`src/rtl/sha2_pkg.sv`:
```
// Shared SHA-2 round helpers: rotation amounts, Ch/Maj/Sigma functions, state packing.
// Functions work on 64-bit containers; for 32-bit words only the low half is meaningful.
package sha2_pkg;

    localparam int BS0_32 [3] = '{2, 13, 22};
    localparam int BS1_32 [3] = '{6, 11, 25};
    localparam int BS0_64 [3] = '{28, 34, 39};
    localparam int BS1_64 [3] = '{14, 18, 41};

    function automatic logic [63:0] word_mask(input int w);
        return (w == 64) ? {64{1'b1}} : 64'h0000_0000_FFFF_FFFF;
    endfunction

    function automatic logic [63:0] rotr(input logic [63:0] x, input int n, input int w);
        logic [63:0] xm;
        xm = x & word_mask(w);
        return ((xm >> n) | (xm << (w - n))) & word_mask(w);
    endfunction

    function automatic logic [63:0] ch(input logic [63:0] x, input logic [63:0] y,
                                       input logic [63:0] z);
        return (x & y) ^ (~x & z);
    endfunction

    function automatic logic [63:0] maj(input logic [63:0] x, input logic [63:0] y,
                                        input logic [63:0] z);
        return (x & y) ^ (x & z) ^ (y & z);
    endfunction

    function automatic logic [63:0] big_sigma0(input logic [63:0] x, input int w);
        if (w == 64)
            return rotr(x, BS0_64[0], w) ^ rotr(x, BS0_64[1], w) ^ rotr(x, BS0_64[2], w);
        return rotr(x, BS0_32[0], w) ^ rotr(x, BS0_32[1], w) ^ rotr(x, BS0_32[2], w);
    endfunction

    function automatic logic [63:0] big_sigma1(input logic [63:0] x, input int w);
        if (w == 64)
            return rotr(x, BS1_64[0], w) ^ rotr(x, BS1_64[1], w) ^ rotr(x, BS1_64[2], w);
        return rotr(x, BS1_32[0], w) ^ rotr(x, BS1_32[1], w) ^ rotr(x, BS1_32[2], w);
    endfunction

    // Word index 0 is a (MSBs), 7 is h (LSBs).
    function automatic int word_lsb(input int idx, input int w);
        return (7 - idx) * w;
    endfunction

endpackage

```
`src/rtl/sha2_round_stage1.sv`:
```
// First pipeline stage of the SHA-2 round: computes T1/T2 and registers them with a..g.
module sha2_round_stage1
    import sha2_pkg::*;
#(
    parameter int WORD_W = 32
) (
    input  logic                  clk,
    input  logic                  rst,
    input  logic                  load,
    input  logic [8*WORD_W-1:0]   state_in,
    input  logic [WORD_W-1:0]     k_in,
    input  logic [WORD_W-1:0]     w_in,
    output logic [WORD_W-1:0]     t1_q,
    output logic [WORD_W-1:0]     t2_q,
    output logic [7*WORD_W-1:0]   abcdefg_q
);

    logic [WORD_W-1:0]   word [8];
    logic [WORD_W-1:0]   t1_calc, t2_calc;
    logic [WORD_W-1:0]   t1_d, t2_d;
    logic [7*WORD_W-1:0] abcdefg_d;

    generate
        for (genvar gi = 0; gi < 8; gi++) begin : g_unpack
            assign word[gi] = state_in[word_lsb(gi, WORD_W) +: WORD_W];
        end
    endgenerate

    always_comb begin
        t1_calc = word[7]
                + WORD_W'(big_sigma1(64'(word[4]), WORD_W))
                + WORD_W'(ch(64'(word[4]), 64'(word[5]), 64'(word[6])))
                + k_in + w_in;
        t2_calc = WORD_W'(big_sigma0(64'(word[0]), WORD_W))
                + WORD_W'(maj(64'(word[0]), 64'(word[1]), 64'(word[2])));
        t1_d      = t1_q;
        t2_d      = t2_q;
        abcdefg_d = abcdefg_q;
        if (load) begin
            t1_d      = t1_calc;
            t2_d      = t2_calc;
            abcdefg_d = state_in[8*WORD_W-1:WORD_W];
        end
    end

    always_ff @(posedge clk) begin
        if (rst) begin
            t1_q      <= '0;
            t2_q      <= '0;
            abcdefg_q <= '0;
        end else begin
            t1_q      <= t1_d;
            t2_q      <= t2_d;
            abcdefg_q <= abcdefg_d;
        end
    end

endmodule

```
`src/rtl/sha2_round_pipe.sv`:
```
// Two-stage elastic SHA-2 compression round (WORD_W 32 or 64).
// Define SHA2_ROUND_CNT_EN to add the rounds_done output-handshake counter.
module sha2_round_pipe
    import sha2_pkg::*;
#(
    parameter int WORD_W = 32
) (
    input  logic                  clk,
    input  logic                  rst,
    input  logic                  in_valid,
    output logic                  in_ready,
    input  logic [8*WORD_W-1:0]   state_in,
    input  logic [WORD_W-1:0]     k_in,
    input  logic [WORD_W-1:0]     w_in,
    output logic                  out_valid,
    input  logic                  out_ready,
    output logic [8*WORD_W-1:0]   state_out
`ifdef SHA2_ROUND_CNT_EN
    ,
    output logic [31:0]           rounds_done
`endif
);

    generate
        if (WORD_W != 32 && WORD_W != 64) begin : g_bad_width
            $error("sha2_round_pipe: WORD_W must be 32 or 64");
        end
    endgenerate

    logic                s1_valid_q, s1_valid_d;
    logic                s2_valid_q, s2_valid_d;
    logic                s2_accept, s1_advance, in_fire, out_fire;
    logic [WORD_W-1:0]   t1_q, t2_q;
    logic [7*WORD_W-1:0] abcdefg_q;
    logic [8*WORD_W-1:0] state_q, state_d;

    sha2_round_stage1 #(.WORD_W(WORD_W)) u_stage1 (
        .clk       (clk),
        .rst       (rst),
        .load      (in_fire),
        .state_in  (state_in),
        .k_in      (k_in),
        .w_in      (w_in),
        .t1_q      (t1_q),
        .t2_q      (t2_q),
        .abcdefg_q (abcdefg_q)
    );

    always_comb begin
        s2_accept  = !s2_valid_q || out_ready;
        s1_advance = s1_valid_q && s2_accept;
        in_ready   = !s1_valid_q || s1_advance;
        in_fire    = in_valid && in_ready;
        out_fire   = s2_valid_q && out_ready;
        s1_valid_d = in_fire || (s1_valid_q && !s1_advance);
        s2_valid_d = s1_advance || (s2_valid_q && !out_fire);
        state_d    = state_q;
        // abcdefg_q holds {a,b,c,d,e,f,g}: b'..d' take a..c, f'..h' take e..g.
        if (s1_advance)
            state_d = {t1_q + t2_q,
                       abcdefg_q[7*WORD_W-1:4*WORD_W],
                       abcdefg_q[4*WORD_W-1:3*WORD_W] + t1_q,
                       abcdefg_q[3*WORD_W-1:0]};
    end

    always_ff @(posedge clk) begin
        if (rst) begin
            s1_valid_q <= 1'b0;
            s2_valid_q <= 1'b0;
            state_q    <= '0;
        end else begin
            s1_valid_q <= s1_valid_d;
            s2_valid_q <= s2_valid_d;
            state_q    <= state_d;
        end
    end

    assign out_valid = s2_valid_q;
    assign state_out = state_q;

`ifdef SHA2_ROUND_CNT_EN
    logic [31:0] rounds_done_q, rounds_done_d;

    always_comb begin
        rounds_done_d = rounds_done_q;
        if (out_fire)
            rounds_done_d = rounds_done_q + 32'd1;
    end

    always_ff @(posedge clk) begin
        if (rst)
            rounds_done_q <= '0;
        else
            rounds_done_q <= rounds_done_d;
    end

    assign rounds_done = rounds_done_q;
`endif

endmodule
```
`config.mk`:
```
export PLATFORM = sky130hd
export DESIGN_NAME = sha2_round_pipe
export DESIGN_NICKNAME = d
export VERILOG_FILES = /design/src/rtl/sha2_pkg.sv /design/src/rtl/sha2_round_stage1.sv /design/src/rtl/sha2_round_pipe.sv
export SDC_FILE = /design/constraint.sdc
export NUM_CORES = 2
export LEC_CHECK = 0
export ABC_CLOCK_PERIOD_IN_PS = 11800
export CORE_UTILIZATION = 40
export DETAILED_ROUTE_END_ITERATION = 8
export GPL_ROUTABILITY_DRIVEN = 0
export GPL_TIMING_DRIVEN = 0
export PLACE_DENSITY = 0.67
export REMOVE_ABC_BUFFERS = 1
export SLEW_MARGIN = 10
export SYNTH_ARGS = -nofsm -noshare
export SYNTH_HDL_FRONTEND = slang
export SYNTH_SLANG_ARGS = --single-unit
```
`constraint.sdc`:
```
create_clock -name clk -period 11.8 [get_ports clk]
set_input_delay 3.54 -clock clk [delete_from_list [all_inputs] [get_ports clk]]
set_output_delay 3.54 -clock clk [all_outputs]
set_load 0.005 [all_outputs]
```
==> metrics.yaml <==
placed_design:
  port_buffers: 581
  placed_cell_area_um2: 35700
  hpwl_mm: 75.2
final_layout:
  multiInputGateArea_um2: 16600
  fillers: 6851
  finalNetCount: 4624
  fin_area_um2: 38000
  seq_area_um2: 10900
  drive_gt1_share_pct: 4.55
  area_delta_synth_final_pct: 30.6
logic_synthesis:
  synth_common_cells: "nand2_1 (1062), a21oi_1 (589), dfxtp_1 (546)"
  ys_top_cells_by_area: "dfxtp_1 (38%), nand2_1 (14%), a21oi_1 (10%), fa_1 (6.5%), xnor2_1 (5.5%)"
  syn_inst: 3665
  netlist-cell-type-count: 82
  synth_edf_count: 0
  synth.largest_area_cell: "dfxtp_1"
  synthArstFlopShare_pct: 0
  ys_seq_area_share_pct: 37.6
  postSynthAreaPerCell_um2: 7.94
  yosysWarningCount: 0
  syn_area_um2: 29100
  ys_ff_latch: 546
  ys.flop_type: "dfxtp_1"
  synth_most_common_cell: "nand2_1"
  synth_top_area_share_pct: 37.6
die:
  initial_utilization_pct: 40.6
  pin_count: 582
  core_region_area_um2: 71700
  row_count: 98
  fp.dieH_um: 272
  fp.dieW_um: 272
  die_area_um2: 73800
global_routing:
  grt_pass1_vias: 25300
  overflow: 0
  antenna_found_initial: 21
  grt_start_max_net_pins: 135
  grt_pass1_wl_mm: 151
  track_usage_pct: 26.4
clock_network:
  clk_latency_ns: 0.60
  post_cts_buffers: 0
  cts_sinks: 546
  clock_tree.root_cell: "clkbuf_16"
  cts_tree: "built"
  cts_max_level: 3
  hold_buffers: 0
  cts_resized: 0
  numCtsBuffers: 66
  clk_path_buf_depth: 3
  path_clk_slew_ns: 0.06
status:
  status: "complete, no violations"
timing:
  final.setup_skew_ns: 0.0251
  min_period_ns: 9.08
  rsz0062_at_grt: "no"
  worstMarginPinSlew_ns: 1.16
  finalHoldViolCount: 0
  slew_headroom_pct: 22.9
  fmax_mhz: 110
  final-max-slew-violation-count: 0
  tns_ns: 0
  setup-violations-final: 0
  period_share_pct: 77.0
critical_path:
  worst-setup-path-type: "in2reg"
  worst_path_largest_cell_delay_ns: 0.82
  critPathMaxFanout: 5
  path_cells: "clkdlybuf4s50_1, xnor2_1, xnor2_1, fa_1, inv_1, fa_1, fa_1, inv_1, ha_1, inv_1, fa_1, nand2b_1, a21oi_1, o21ai_0, a21boi_1, a31oi_1, o311ai_0, a31oi_1, mux2i_1, nand2_1"
  cpMostUsedCell: "fa_1"
  endpoint_kind: "register"
  cp.required_ns: 12.28
  cp_data_arrival_time_ns: 9.56
  start_kind: "input pin"
  crit_slowest_cell: "clkdlybuf4s50_1"
power:
  power.density_nw_per_um2: 178
  p_total_uw: 6770
  p_clk_share_pct: 31.4
  swShare_pct: 35.2
  intPower_uw: 4390
  power_frac_seq_pct: 31.0
  switchingPower_uw: 2390
  power.leakage_uw: 0.0149
  pwr-share-comb_pct: 37.6
  peakVddDrop_v: 0.000110
detailed_routing:
  wirelength_mm: 100
  drtAntennaViolNets: 0
  num_vias: 26700
  drtPass1Iterations: 5
  wl_per_cell_um: 19.7
  drc: 0
  vias_per_cell: 5.25
  drt_iter0_markers: 2000
hold_path:
  holdCritPathClass: "reg2reg"
flow_run:
  max-cap-violations: 0
## power by group through the flow
stage                     registers, uW  clock network, uW  logic, uW
after global placement             2140                  0       2560
final                              2100               2130       2540
after detailed placement           2140                  0       2520
after floorplan                    2100                  0       1730
after CTS                          2100               2170       2540
after global routing               2110               2250       2840
## kinds of logic after synthesis
family                   after synthesis  synth area share (%)
AO/OA/AOI/OAI                        879                  17.4
flip-flops                           546                  37.6
XOR/XNOR                             219                  6.59
buffers and inverters                424                  5.66
adder cells (fa/ha/maj)              251                  13.0
multiplexers                          39                  1.46
AND/OR/NAND/NOR                     1307                  18.3
## worst max-delay path: cells and delay by family
kind | cells | cell delay [ns]
XOR/XNOR | 2 | 0.63
AO/OA/AOI/OAI | 6 | 1.95
buffers and inverters | 4 | 1.04
multiplexers | 1 | 0.18
adder cells (fa/ha/maj) | 5 | 1.96
AND/OR/NAND/NOR | 2 | 0.25
## flip-flops by register name (all words and copies together), names as in the netlist
name and flops:
u_stage1.t1_q 32, state_out 256, u_stage1.t2_q 32, s1_valid_q 1
out_valid 1, u_stage1.abcdefg_q 224
## cell usage in the layout (no fill, tap or decap), types with 27 or more instances in the layout
cell and n:
clkdlybuf4s50_1 580, a31oi_1 29, mux2_2 28, maj3_1 31, xor2_1 37, fa_1 95
nand2_1 1061, nand3_1 40, a21o_1 62, dfxtp_1 546, ha_1 125, xnor2_1 182
a21oi_1 589, nor2_1 72, clkbuf_16 67, inv_1 166, o21ai_0 59, a211oi_1 27
## routing by layer
layer,vias up,share of wire [%],wire (um),track usage [%]
li1,13000,-,-,-
met3,208,6.9,6900,6.15
met2,790,46,46500,42.8
met5,-,0.12,121,0
met1,12700,43,42900,33.7
met4,18,3.8,3780,10.5
## area by class of cell
cell class | instances | share of cell area, %
inverter | 166 | 1.64
sequential | 546 | 28.8
clock buffer | 90 | 5.01
timing repair buffer | 605 | 16.9
antenna | 13 | 0.0856
tap | 950 | 3.13
multi-input combinational | 2695 | 43.6
clock inverter | 27 | 0.958
## worst paths after layout
path                      startpoint  cells after the start  slack (ns)                end
max                    state_in[122]                     20        2.72  u_stage1.t1_q[31]
min          u_stage1.abcdefg_q[151]                      2        0.44     state_out[151]
min reg2reg  u_stage1.abcdefg_q[151]                      2        0.44     state_out[151]
max reg2reg         u_stage1.t2_q[0]                     12        8.29     state_out[254]
## metrics by stage
stage | std cells | hold slack [ns] | setup slack (ns) | util (%)
4_1_cts | 5079 | 0.441 | 2.84 | 52.9
3_3_place_gp | 4938 | 0.437 | -17.07 | 48.9
2_1_floorplan | 3407 | 0.426 | -1.44 | -
6_report | 5092 | 0.435 | 2.72 | 53.0
5_1_grt | 5090 | 0.461 | 2.49 | 53.0
3_5_place_dp | 4962 | 0.442 | 2.24 | 49.8
Note: power is estimated with default switching activity, not from simulation.
